File: config.mk
export PLATFORM = sky130hd
export DESIGN_NAME = pipe_hazard_scoreboard
export DESIGN_NICKNAME = d
export VERILOG_FILES = /design/src/rtl/mips_pipe_pkg.sv /design/src/rtl/sat_counter.sv /design/src/rtl/pipe_hazard_scoreboard.sv
export SDC_FILE = /design/constraint.sdc
export NUM_CORES = 1
export LEC_CHECK = 0
export CAP_MARGIN = 20
export CORE_MARGIN = 3
export CORE_UTILIZATION = 45
export DETAILED_ROUTE_END_ITERATION = 12
export GPL_ROUTABILITY_DRIVEN = 0
export HOLD_SLACK_MARGIN = 0.03
export PLACE_DENSITY_LB_ADDON = 0.1
export SYNTH_ARGS = -nofsm -noshare
export SYNTH_HDL_FRONTEND = slang
export SYNTH_SLANG_ARGS = --single-unit
File: constraint.sdc
create_clock -name clk -period 4.95 [get_ports clk]
set_input_delay 1.2375 -clock clk [delete_from_list [all_inputs] [get_ports clk]]
set_output_delay 1.2375 -clock clk [all_outputs]
set_load 0.02 [all_outputs]
File: src/rtl/mips_pipe_pkg.sv
// Shared definitions for the MIPS pipeline hazard logic: the in-flight writer
// entry, forwarding-select constants and the register-match helper.
package mips_pipe_pkg;

    localparam int DEF_REG_AW  = 5;
    localparam int DEF_NSTAGE  = 3;

    // Forwarding-select codes: 0 reads the register file, NSTAGE reads the
    // retired-write holding register, values in between name a stage output.
    localparam int FWD_RF      = 0;
    localparam int FWD_RETIRED = DEF_NSTAGE;

    // One tracked instruction between EX and WB.
    typedef struct packed {
        logic                  v;   // entry holds a real instruction
        logic [DEF_REG_AW-1:0] rw;  // destination register
        logic                  we;  // writes the register file
        logic                  ld;  // is a load
    } pipe_entry_t;

    // A writer is relevant only if it is live, really writes, the source is
    // actually read, and the register is not r0 (which is hard-wired zero).
    function automatic logic entry_matches(input pipe_entry_t           e,
                                           input logic [DEF_REG_AW-1:0] src,
                                           input logic                  used);
        return e.v && e.we && used && (src != '0) && (e.rw == src);
    endfunction

endpackage

File: src/rtl/sat_counter.sv
// Saturating up-counter: counts inc pulses, sticks at all-ones, clr wins.
module sat_counter #(
    parameter int CNT_W = 16
) (
    input  logic             clk,
    input  logic             clr,
    input  logic             inc,
    output logic [CNT_W-1:0] cnt
);

    logic [CNT_W-1:0] cnt_q;

    // Count register; holding at all-ones keeps the value from wrapping.
    always_ff @(posedge clk) begin
        if (clr) begin
            cnt_q <= '0;
        end else if (inc && (cnt_q != '1)) begin
            cnt_q <= cnt_q + CNT_W'(1);
        end
    end

    assign cnt = cnt_q;

endmodule

File: src/rtl/pipe_hazard_scoreboard.sv
// Hazard/forwarding controller for the pipelined MIPS core. Tracks every
// in-flight writer from EX to WB, produces registered forwarding selects,
// load-use stalls, taken-branch flushes and stall/flush counters.
module pipe_hazard_scoreboard
    import mips_pipe_pkg::*;
#(
    parameter int REG_AW   = DEF_REG_AW,
    parameter int NSTAGE   = DEF_NSTAGE,
    parameter int LOAD_LAT = 2,
    parameter int BR_STAGE = 1,
    parameter int CNT_W    = 16,
    localparam int FWD_W   = $clog2(NSTAGE + 1)
) (
    input  logic              clk,
    input  logic              rst_n,
    input  logic              id_valid,
    input  logic [REG_AW-1:0] id_rs,
    input  logic [REG_AW-1:0] id_rt,
    input  logic              id_rs_used,
    input  logic              id_rt_used,
    input  logic [REG_AW-1:0] id_rw,
    input  logic              id_regwrite,
    input  logic              id_memtoreg,
    input  logic              br_taken,
    input  logic              ext_stall,
    output logic              stall_if_id,
    output logic              bubble_ex,
    output logic              flush_if_id,
    output logic [FWD_W-1:0]  fwd_a_sel,
    output logic [FWD_W-1:0]  fwd_b_sel,
    output logic [NSTAGE-1:0] stg_valid,
    output logic [CNT_W-1:0]  stall_cnt,
    output logic [CNT_W-1:0]  flush_cnt
);

    pipe_entry_t [NSTAGE-1:0] ent_q, ent_d;
    logic [FWD_W-1:0]         fwd_a_q, fwd_a_d, fwd_b_q, fwd_b_d;
    logic [FWD_W-1:0]         src_a_fwd, src_b_fwd;
    logic                     lu_hit, load_use, issue;

    // Youngest-writer search for both sources, plus load-use detection.
    // NOTE: every always_comb output gets a default first so no path leaves it unassigned (no latch).
    always_comb begin
        src_a_fwd = FWD_W'(FWD_RF);
        src_b_fwd = FWD_W'(FWD_RF);
        lu_hit    = 1'b0;
        // Walk oldest to youngest so the youngest match is the one left standing.
        for (int k = NSTAGE - 1; k >= 0; k--) begin
            if (entry_matches(ent_q[k], id_rs, id_rs_used)) begin
                src_a_fwd = FWD_W'(k + 1);
                if (ent_q[k].ld && (k + 1 < LOAD_LAT)) lu_hit = 1'b1;
            end
            if (entry_matches(ent_q[k], id_rt, id_rt_used)) begin
                src_b_fwd = FWD_W'(k + 1);
                if (ent_q[k].ld && (k + 1 < LOAD_LAT)) lu_hit = 1'b1;
            end
        end
    end

    assign load_use = id_valid && lu_hit;
    assign issue    = id_valid && !br_taken && !load_use;

    // Hazard outputs; freeze beats flush, flush beats load-use.
    always_comb begin
        stall_if_id = 1'b0;
        bubble_ex   = 1'b0;
        flush_if_id = 1'b0;
        if (ext_stall) begin
            stall_if_id = 1'b1;
        end else if (br_taken) begin
            flush_if_id = 1'b1;
            bubble_ex   = 1'b1;
        end else if (load_use) begin
            stall_if_id = 1'b1;
            bubble_ex   = 1'b1;
        end
    end

    // Next tracker contents: shift one stage, insert the ID instruction or a
    // bubble, and kill the wrong-path entries younger than a taken branch.
    always_comb begin
        ent_d = '0;
        if (issue) begin
            ent_d[0].v  = 1'b1;
            ent_d[0].rw = id_rw;
            ent_d[0].we = id_regwrite;
            ent_d[0].ld = id_memtoreg;
        end
        for (int k = 1; k < NSTAGE; k++) begin
            ent_d[k] = ent_q[k-1];
            if (br_taken && (k - 1 < BR_STAGE)) ent_d[k].v = 1'b0;
        end
        fwd_a_d = issue ? src_a_fwd : FWD_W'(FWD_RF);
        fwd_b_d = issue ? src_b_fwd : FWD_W'(FWD_RF);
    end

    // Tracker and select registers; a global freeze holds everything.
    // NOTE: sequential state uses non-blocking assignments so all flops update together at the edge.
    always_ff @(posedge clk) begin
        if (!rst_n) begin
            ent_q   <= '0;
            fwd_a_q <= FWD_W'(FWD_RF);
            fwd_b_q <= FWD_W'(FWD_RF);
        end else if (!ext_stall) begin
            ent_q   <= ent_d;
            fwd_a_q <= fwd_a_d;
            fwd_b_q <= fwd_b_d;
        end
    end

    // Per-stage valid bits for the datapath.
    always_comb begin
        stg_valid = '0;
        for (int k = 0; k < NSTAGE; k++) stg_valid[k] = ent_q[k].v;
    end

    assign fwd_a_sel = fwd_a_q;
    assign fwd_b_sel = fwd_b_q;

    sat_counter #(.CNT_W(CNT_W)) u_stall_cnt (
        .clk (clk),
        .clr (!rst_n),
        .inc (!ext_stall && !br_taken && load_use),
        .cnt (stall_cnt)
    );

    sat_counter #(.CNT_W(CNT_W)) u_flush_cnt (
        .clk (clk),
        .clr (!rst_n),
        .inc (!ext_stall && br_taken),
        .cnt (flush_cnt)
    );

endmodule
==> results.cfg <==
[outcome]
status = finished clean

[timing]
rsz0062_at_grt = no
period_needed_ns = 4.77
drv_slew = 0
min_period_over_period = 0.963
max-slew-margin-rel = 0.473
finalSetupViolCount = 0
setup_tns_ns = 0
max_freq_mhz = 210
worst_slew_pin_slew_ns = 0.783
final-hold-violation-count = 0
clock_skew_ns = 0.00816

[critical_path]
worstRegToRegCells = 6
startpoint_type = primary input
cp.required_ns = 3.71
cp.arrival_ns = 3.53
end_kind = output port
r2r-start = ent_d[14]
crit_type = in -> out
cp_max_fo = 9
critPathLaunch = id_rs[1]

[routing]
routed_wl_um = 6620
drtAntennaViolNets = 0
vias = 2553
wire_per_inst_um = 13.9
via_per_inst = 5.36
drt_iter0_drc = 72
drc = 0
first_pass_iters = 5

[final_layout]
fillers = 543
diodes = 0
finalNonFillerCells = 476
final_nets = 422
drive_above_1_share = 0.0948
fin_area_um2 = 3840
synthToLayoutAreaGrowth_pct = 29.6

[synthesis]
ys_seq_area_frac = 0.392
ys_warn_count = 0
yosysTopAreaCell = dfxtp_1
synth_seq_cells = 58
syn_avg_cell_area_um2 = 9.03
syn_inst = 328
async_flop_share = 0
synth_top_area_frac = 0.392
synth_nets = 354
yosysUniqueCellTypes = 43
synthFlopType = dfxtp_1
synth-edff-count = 0
synth_area_um2 = 2960
synthTopCellsByArea = dfxtp_1, xnor2_1, mux2i_1

[global_routing]
globalRouteMet3Util = 0.0738
grtUsageTotal = 0.189
grt_max_degree = 32
gr-total-overflow = 0
antenna_found_initial = 0
grt_pass1_vias = 2427
grtUsageMet1 = 0.245
grtUsageMet2 = 0.288
grt.busiest_layer = met2
grt_first_pass_wirelength_um = 11300

[cts]
ctsResizeCount = 0
hold_buffers = 0
cts.sinks = 58
cts_buffers = 9
post_cts.repair.setup_buffers = 0
cts_tree = done
clk_pin_slew_worst_paths_ns = 0.07
cts-htree-levels = 3
cts_root_buf = clkbuf_8
clock_latency_ns = 0.34
cts_buffer_depth = 2

[floorplanning]
rows = 28
die_x_um = 87.1
fp.dieH_um = 87.1
core_um2 = 6130
start_util = 0.483
num_io_pins = 66
die_area_um2 = 7590

[hold_path]
holdPathStages = 2
worstHoldStart = fwd_b_sel[1]
worstHoldPathType = reg -> reg

[place]
portBuffers = 65
numPlacedInstances = 460
place_area_um2 = 3660
dp_hpwl_um = 4860

[power]
leakagePower_nw = 1.23
p_per_area_nw_per_um2 = 247
ir_drop_uv = 200

[job]
max-cap-violations = 0
-- final cells by class --
type,instances,area [um^2],area share
Inverter,8,30.0,0.00782
Tap cell,75,93.8,0.0244
Multi-Input combinational cell,248,1680,0.437
Sequential cell,58,1160,0.302
Clock inverter,6,41.3,0.0108
Clock buffer,10,138,0.0359
Timing Repair Buffer,71,696,0.181
-- layout by cell type, fill, tap and decap left out, drive strengths merged, types with 2 or more instances in the layout --
cell type       n
clkdlybuf4s50  65
dfxtp          58
xnor2          42
nor2           40
nand2          21
nand3          18
a21oi          17
mux2i          16
o21ai          12
nand4          11
clkbuf         10
or3             9
nor3            9
inv             8
or4             8
a22o            7
o31ai           7
buf             6
nor4            5
and3            4
nand2b          3
and4            3
clkinvlp        3
xor2            3
clkinv          3
o21bai          2
o211ai          2
nor2b           2
ha              2
-- state kept, by name, summed over array words and instances (netlist names) --
register,cells
ent_d,13
stg_valid,3
fwd_a_sel,2
fwd_b_sel,2
u_flush_cnt.cnt,16
ent_q,6
u_stall_cnt.cnt,16
-- critical path: stages --
cell and delay [ns]:
clkdlybuf4s50_1 0.50, or4_1 0.56, o21ai_2 0.22, nor3_4 0.11, o21ai_4 0.23, o21bai_1 0.13, clkdlybuf4s50_1 0.54
-- layer usage --
| metal | up-vias | wire length [um] |
|---|---|---|
| met5 | - | 0 |
| met4 | 0 | 51 |
| met3 | 6 | 359 |
| met2 | 55 | 3050 |
| met1 | 1194 | 3160 |
| li1 | 1298 | - |
-- per-stage QoR --
stage	worst slack (ns)	power, W	hold WS (ns)	utilization
finish	0.181	0.000949	0.458	0.626
floorplan	1.25	0.000528	0.457	-
global placement	0.221	0.000568	0.443	0.597
CTS	0.170	0.000963	0.464	0.626
detailed placement	0.170	0.000568	0.448	0.597
global route	0.0789	0.000996	0.491	0.626
-- synth_stat cells (9+ instances only) --
| cell type | count |
|---|---|
| xnor2_1 | 42 |
| nor2_1 | 40 |
| mux2i_1 | 16 |
| dfxtp_1 | 58 |
| or3_1 | 9 |
| nand3_1 | 17 |
| nand4_1 | 11 |
| a21oi_1 | 13 |
| nand2_1 | 21 |
-- where the power goes --
part | internal, W | switching (W) | total (W)
Clock | 0.000195 | 0.000198 | 0.000392
Sequential | 0.000470 | 0.00000554 | 0.000476
Combinational | 0.0000423 | 0.0000391 | 0.0000814
Total | 0.000707 | 0.000242 | 0.000949
-- logic make-up (layout without fill, tap and decap cells) --
group                      count (synthesis)  in the layout  synth area share
DFF                                       58             58             0.392
xor gates and xnor gates                  45             45             0.136
and+or+nand+nor                          136            136             0.242
muxes                                     16             16            0.0541
adders and majority gates                  2              2           0.00845
AOI/OAI and AO/OA                         49             49             0.127
buffers and inverters                     22             95            0.0410
-- path summary, 6_finish.rpt --
path / end / slack (ns)
setup / recovery: stall_if_id / 0.18
setup reg to reg: u_stall_cnt.cnt[11] / 2.61
hold reg to reg: fwd_b_sel[1] / 0.46
hold / removal: fwd_b_sel[1] / 0.46
Note: power is estimated with default switching activity, not from simulation.
